### src/rtl/fft_bfly_sched_pkg.sv
// Shared types and defaults for the radix-2 DIT FFT butterfly sequencer.
// Holds the FSM encoding, default geometry and the drain-counter width helper.
package fft_bfly_sched_pkg;

   localparam int FFT_LOG2_DEF = 6;
   localparam int PIPE_LAT_DEF = 2;
   localparam int STAGE_W      = 3;

   typedef enum logic [1:0] {
      ST_IDLE  = 2'd0,
      ST_ISSUE = 2'd1,
      ST_DRAIN = 2'd2,
      ST_DONE  = 2'd3
   } state_e;

   function automatic int cnt_width(input int lat);
      return (lat > 1) ? $clog2(lat) : 1;
   endfunction

endpackage

### src/rtl/fft_bfly_sched_addr_gen.sv
// Combinational butterfly address generator: (stage, butterfly) -> leg addresses and twiddle index.
// Inserting a zero bit at position s of k gives the upper leg; the lower leg is span above it.
module fft_bfly_sched_addr_gen
   import fft_bfly_sched_pkg::*;
#(
   parameter int FFT_LOG2 = FFT_LOG2_DEF
) (
   input  logic [STAGE_W-1:0]  stage_i,
   input  logic [FFT_LOG2-2:0] bfly_i,
   output logic [FFT_LOG2-1:0] addr_a_o,
   output logic [FFT_LOG2-1:0] addr_b_o,
   output logic [FFT_LOG2-2:0] tw_idx_o
);

   logic [FFT_LOG2-1:0] span;
   logic [FFT_LOG2-2:0] mask;
   logic [FFT_LOG2-2:0] pos;
   logic [FFT_LOG2-2:0] grp;

   always_comb begin
      span     = FFT_LOG2'(1) << stage_i;
      mask     = ~({(FFT_LOG2-1){1'b1}} << stage_i);
      pos      = bfly_i & mask;
      grp      = bfly_i >> stage_i;
      addr_a_o = ({1'b0, grp} << (stage_i + STAGE_W'(1))) | {1'b0, pos};
      addr_b_o = addr_a_o + span;
      tw_idx_o = pos << (STAGE_W'(FFT_LOG2 - 1) - stage_i);
   end

endmodule

### src/rtl/fft_bfly_sched.sv
// Stage/butterfly sequencer for the in-place 64-point radix-2 DIT FFT.
// Issues RAM reads and twiddle indices, then replays the addresses as writes PIPE_LAT cycles later.
module fft_bfly_sched
   import fft_bfly_sched_pkg::*;
#(
   parameter int FFT_LOG2 = FFT_LOG2_DEF,
   parameter int PIPE_LAT = PIPE_LAT_DEF
) (
   input  logic                clk,
   input  logic                rstn,
   input  logic                start_i,
   output logic                busy_o,
   output logic                done_o,
   output logic [STAGE_W-1:0]  stage_o,
   output logic                rd_en_o,
   output logic [FFT_LOG2-1:0] rd_addr_a_o,
   output logic [FFT_LOG2-1:0] rd_addr_b_o,
   output logic [FFT_LOG2-2:0] tw_idx_o,
   output logic                wr_en_o,
   output logic [FFT_LOG2-1:0] wr_addr_a_o,
   output logic [FFT_LOG2-1:0] wr_addr_b_o
);

   localparam int K_W   = FFT_LOG2 - 1;
   localparam int CNT_W = cnt_width(PIPE_LAT);
   localparam logic [K_W-1:0]     K_LAST     = {K_W{1'b1}};
   localparam logic [STAGE_W-1:0] S_LAST     = STAGE_W'(FFT_LOG2 - 1);
   localparam logic [CNT_W-1:0]   DRAIN_LAST = CNT_W'(PIPE_LAT - 1);

   state_e              state_q, state_d;
   logic [STAGE_W-1:0]  s_q, s_d;
   logic [K_W-1:0]      k_q, k_d;
   logic [CNT_W-1:0]    cnt_q, cnt_d;

   logic                busy_q, busy_d;
   logic                done_q, done_d;
   logic [STAGE_W-1:0]  stage_q, stage_d;
   logic                rd_en_q, rd_en_d;
   logic [FFT_LOG2-1:0] rd_a_q, rd_a_d;
   logic [FFT_LOG2-1:0] rd_b_q, rd_b_d;
   logic [K_W-1:0]      tw_q, tw_d;

   logic [PIPE_LAT-1:0] dly_vld_q, dly_vld_d;
   logic [FFT_LOG2-1:0] dly_a_q [PIPE_LAT];
   logic [FFT_LOG2-1:0] dly_a_d [PIPE_LAT];
   logic [FFT_LOG2-1:0] dly_b_q [PIPE_LAT];
   logic [FFT_LOG2-1:0] dly_b_d [PIPE_LAT];

   logic [FFT_LOG2-1:0] gen_a, gen_b;
   logic [K_W-1:0]      gen_tw;

   // Addresses are generated from the next (s,k) so the registered outputs line up with rd_en_o.
   fft_bfly_sched_addr_gen #(
      .FFT_LOG2 (FFT_LOG2)
   ) u_addr_gen (
      .stage_i  (s_d),
      .bfly_i   (k_d),
      .addr_a_o (gen_a),
      .addr_b_o (gen_b),
      .tw_idx_o (gen_tw)
   );

   always_comb begin
      state_d = state_q;
      s_d     = s_q;
      k_d     = k_q;
      cnt_d   = cnt_q;
      rd_en_d = 1'b0;
      done_d  = 1'b0;

      case (state_q)
         ST_IDLE, ST_DONE: begin
            if (start_i) begin
               state_d = ST_ISSUE;
               s_d     = '0;
               k_d     = '0;
               rd_en_d = 1'b1;
            end else begin
               state_d = ST_IDLE;
            end
         end
         ST_ISSUE: begin
            if (k_q == K_LAST) begin
               state_d = ST_DRAIN;
               cnt_d   = '0;
            end else begin
               k_d     = k_q + K_W'(1);
               rd_en_d = 1'b1;
            end
         end
         ST_DRAIN: begin
            // Reads stay off until every write of this stage has landed.
            if (cnt_q == DRAIN_LAST) begin
               if (s_q == S_LAST) begin
                  state_d = ST_DONE;
                  done_d  = 1'b1;
               end else begin
                  state_d = ST_ISSUE;
                  s_d     = s_q + STAGE_W'(1);
                  k_d     = '0;
                  rd_en_d = 1'b1;
               end
            end else begin
               cnt_d = cnt_q + CNT_W'(1);
            end
         end
         default: state_d = ST_IDLE;
      endcase

      busy_d  = (state_d == ST_ISSUE) || (state_d == ST_DRAIN);
      stage_d = busy_d ? s_d : '0;
      rd_a_d  = rd_en_d ? gen_a  : '0;
      rd_b_d  = rd_en_d ? gen_b  : '0;
      tw_d    = rd_en_d ? gen_tw : '0;

      dly_vld_d    = dly_vld_q;
      dly_a_d      = dly_a_q;
      dly_b_d      = dly_b_q;
      dly_vld_d[0] = rd_en_q;
      dly_a_d[0]   = rd_a_q;
      dly_b_d[0]   = rd_b_q;
      for (int i = 1; i < PIPE_LAT; i++) begin
         dly_vld_d[i] = dly_vld_q[i-1];
         dly_a_d[i]   = dly_a_q[i-1];
         dly_b_d[i]   = dly_b_q[i-1];
      end
   end

   always_ff @(posedge clk or negedge rstn) begin
      if (!rstn) begin
         state_q   <= ST_IDLE;
         s_q       <= '0;
         k_q       <= '0;
         cnt_q     <= '0;
         busy_q    <= 1'b0;
         done_q    <= 1'b0;
         stage_q   <= '0;
         rd_en_q   <= 1'b0;
         rd_a_q    <= '0;
         rd_b_q    <= '0;
         tw_q      <= '0;
         dly_vld_q <= '0;
         for (int i = 0; i < PIPE_LAT; i++) begin
            dly_a_q[i] <= '0;
            dly_b_q[i] <= '0;
         end
      end else begin
         state_q   <= state_d;
         s_q       <= s_d;
         k_q       <= k_d;
         cnt_q     <= cnt_d;
         busy_q    <= busy_d;
         done_q    <= done_d;
         stage_q   <= stage_d;
         rd_en_q   <= rd_en_d;
         rd_a_q    <= rd_a_d;
         rd_b_q    <= rd_b_d;
         tw_q      <= tw_d;
         dly_vld_q <= dly_vld_d;
         dly_a_q   <= dly_a_d;
         dly_b_q   <= dly_b_d;
      end
   end

   assign busy_o      = busy_q;
   assign done_o      = done_q;
   assign stage_o     = stage_q;
   assign rd_en_o     = rd_en_q;
   assign rd_addr_a_o = rd_a_q;
   assign rd_addr_b_o = rd_b_q;
   assign tw_idx_o    = tw_q;
   assign wr_en_o     = dly_vld_q[PIPE_LAT-1];
   assign wr_addr_a_o = dly_a_q[PIPE_LAT-1];
   assign wr_addr_b_o = dly_b_q[PIPE_LAT-1];

endmodule

### config.mk
export PLATFORM = sky130hd
export DESIGN_NAME = fft_bfly_sched
export DESIGN_NICKNAME = d
export VERILOG_FILES = /design/src/rtl/fft_bfly_sched_pkg.sv /design/src/rtl/fft_bfly_sched_addr_gen.sv /design/src/rtl/fft_bfly_sched.sv
export SDC_FILE = /design/constraint.sdc
export NUM_CORES = 1
export LEC_CHECK = 0
export CAP_MARGIN = 5
export CELL_PAD_IN_SITES_DETAIL_PLACEMENT = 0
export CELL_PAD_IN_SITES_GLOBAL_PLACEMENT = 1
export CORE_MARGIN = 5
export CORE_UTILIZATION = 43
export DETAILED_ROUTE_END_ITERATION = 10
export GPL_TIMING_DRIVEN = 0
export PLACE_DENSITY = 0.9
export SETUP_SLACK_MARGIN = 0.1
export SLEW_MARGIN = 20
export SYNTH_ARGS = -nofsm -noshare
export SYNTH_HDL_FRONTEND = slang
export SYNTH_SLANG_ARGS = --single-unit
### constraint.sdc
create_clock -name clk -period 5.3 [get_ports clk]
set_input_delay 0.795 -clock clk [delete_from_list [all_inputs] [get_ports clk]]
set_output_delay 0.795 -clock clk [all_outputs]
set_load 0.01 [all_outputs]
==> impl_metrics.tcl <==
set metrics [dict create \
    cts_num_sinks 60 \
    crit_type "input pin to flip-flop" \
    start_util 0.444 \
    die_width_um 94.0 \
    clk_pin_slew_ns 0.07 \
    syn-num-nets 314 \
    min_period_ns 4.86 \
    path_max_fanout 12 \
    power.density_mw_per_mm2 223 \
    finalMaxSlewViolations 0 \
    ys_seq_area_frac 0.495 \
    ys_top_cells_by_area "dfrtp_1, ha_1, buf_4" \
    gp_congestion 0.863 \
    worstMarginPinSlew_ns 0.730 \
    switching_share 0.239 \
    combPwrFrac 0.012 \
    hold_viol 0 \
    clkLatencyLatePin_ns 0.34 \
    yosysWarningCount 0 \
    num-nets-final 364 \
    seqPwrFrac 0.552 \
    fmax_ghz 0.206 \
    cts_buffers 9 \
    drive_gt1_frac 0.170 \
    grt_max_degree 61 \
    ys_ff_latch 60 \
    fin_skew_ns 0.00726 \
    clock_power_share 0.436 \
    grt_pass1_vias 2232 \
    diodes 0 \
    ioPinCount 39 \
    drtIter0Drc 78 \
    critPathBufInv 5 \
    rows 30 \
    slowest_stage "clkdlybuf4s50_1" \
    p_switching_mw 0.198 \
    netlist_instances 293 \
    hold_class "flip-flop to flip-flop" \
    drtAntennaViolNets 0 \
    ctsHoldBuffers 0 \
    post_drt_wl_per_cell_um 14.1 \
    status "finished, final reports clean" \
    grt_pass1_wl_um 10800 \
    overflow 0 \
    p_leak_nw 1.69 \
    htree_levels 3 \
    rsz0062_at_grt "no" \
    cpPeakStageDelay_ns 0.52 \
    holdWs_ns 0.348 \
    hpwl_um 4370 \
    endpoint_kind "flip-flop" \
    routed_wl_um 6250 \
    synth_top_cell_area_share 0.495 \
    synth_edf_count 0 \
    cts.path.max_buffers 2 \
    yosysTopAreaCell "dfrtp_1" \
    antenna_found_initial 0 \
    p_int_mw 0.630 \
    cts_tree "done" \
    slew_headroom 0.514 \
    path_delay_family "compound AO/OA/AOI/OAI gates" \
    path_cells "clkdlybuf4s50_1, nand2b_1, o211ai_2, a21oi_4, clkbuf_4, ha_1, clkbuf_1, inv_1, nor2_1, nand2_1, nor2_1, a311oi_2, inv_1, ha_1, a21o_1, a21oi_1, o21bai_1, a21oi_2, xor2_1, nand2_1, o311ai_1, or2_1" \
    area_growth_pct 22.6 \
    num_vias 2234 \
    startpoint_type "input pin" \
    synth_flop_cell "dfrtp_1" \
    synth.distinct_cells 56 \
    grt_usage 0.156 \
    port_buffers 38 \
    avgSynthCellArea_um2 10.4 \
    firstDrtPassIters 4 \
    ir_drop_mv 0.126 \
    setup_viol 0 \
    max_cap_violations 0 \
    via_per_inst 5.03 \
    syn_area_mm2 0.00303 \
    worstPathRequired_ns 5.58 \
    core_area_mm2 0.00683 \
    die_y_um 94.0 \
    async_reset_ff_frac 1.00 \
    dp_slack_ns -0.0653 \
    die_area_mm2 0.00883 \
    drcViolationCount 0 \
    fin_ws_ns 0.437 \
    clockRootBuffer "clkbuf_8" \
    fin_crit_sh 0.918 \
    crit_arrival_ns 5.14 \
]
sequential cells by signal, indices dropped and copies added, names as in the netlist:
name,cells
state_q,2
s_q,3
busy_o,1
tw_idx_o,5
done_o,1
dly_b_d,6
k_q,5
rd_addr_a_o,6
wr_addr_a_o,6
wr_addr_b_o,6
dly_a_d,6
stage_o,3
cnt_q,1
rd_en_o,1
rd_addr_b_o,6
dly_vld_q,2
layout by cell type (no fill, tap or decap), types with 9 or more instances in the layout:
cell type,n
ha_1,17
nor2_1,28
buf_4,18
nand2_1,25
a21oi_1,16
inv_1,16
dfrtp_1,60
clkdlybuf4s50_1,37
and2_1,10
clkbuf_8,9
nand3_1,9
final cells by class:
type	instances	area (um^2)
fill	612	3110
sequential	60	1500
multi-input combinational	190	1310
buffer	22	151
inverter	21	78.8
clock inverter	7	51.3
tap	96	120
clock buffer	9	124
timing repair buffer	39	385
metrics by stage:
step / util / instances / power [mW] / setup TNS [ns] / area, um^2
after floorplan: - / 293 / 0.467 / 0 / 3030
after global placement: 0.517 / 427 / 0.477 / 0 / 3530
after detailed placement: 0.517 / 427 / 0.477 / -0.0653 / 3530
after CTS: 0.542 / 443 / 0.842 / 0 / 3710
after global routing: 0.545 / 444 / 0.864 / 0 / 3720
final: 0.545 / 444 / 0.829 / 0 / 3720
synth_stat cells (all sizes together) (5+ instances only):
library cell / count
dfrtp: 60
inv: 21
buf: 21
o21ai: 7
nor3: 6
and2: 11
mux2i: 5
nand3: 9
nor2: 28
a31oi: 5
a21oi: 18
ha: 17
nand2: 25
a21o: 5
routing by layer:
layer	track usage	vias up	wire, um
met5	0	-	0
met3	0.0409	8	302
met2	0.241	50	2910
met4	0.0662	0	120
met1	0.207	1081	2910
li1	-	1095	-
worst paths after layout:
path                       startpoint             end  slack (ns)  cells after the start
setup / recovery              start_i  rd_addr_b_o[5]        0.44                     22
min in group asynchronous        rstn          k_q[1]        0.50                      1
hold reg to reg            dly_a_d[4]  wr_addr_a_o[4]        0.35                      0
max in group asynchronous        rstn  rd_addr_a_o[5]        4.31                      1
hold / removal             dly_a_d[4]  wr_addr_a_o[4]        0.35                      0
setup reg to reg           state_q[0]  rd_addr_b_o[5]        0.64                     23
power by group through the flow:
stage / sequential, mW / clock (mW) / combinational, mW
3_3_place_gp: 0.467 / 0 / 0.0106
2_1_floorplan: 0.467 / 0 / 0.000202
3_5_place_dp: 0.466 / 0 / 0.0109
5_1_grt: 0.457 / 0.395 / 0.0123
4_1_cts: 0.458 / 0.373 / 0.0109
6_report: 0.458 / 0.361 / 0.00986
repair_timing:
action | 4_1_cts | 5_1_grt
buffers inserted | 0 | 1
resized for setup | 0 | 2
setup endpoints to repair | 0 | 1
cell families after synthesis:
family / synth area share
simple gates: 0.151
flops: 0.495
buf+inv: 0.0751
fa+ha+maj: 0.0767
mux: 0.0239
compound gates: 0.155
xor+xnor: 0.0231
(Power assumes the default switching activity.)
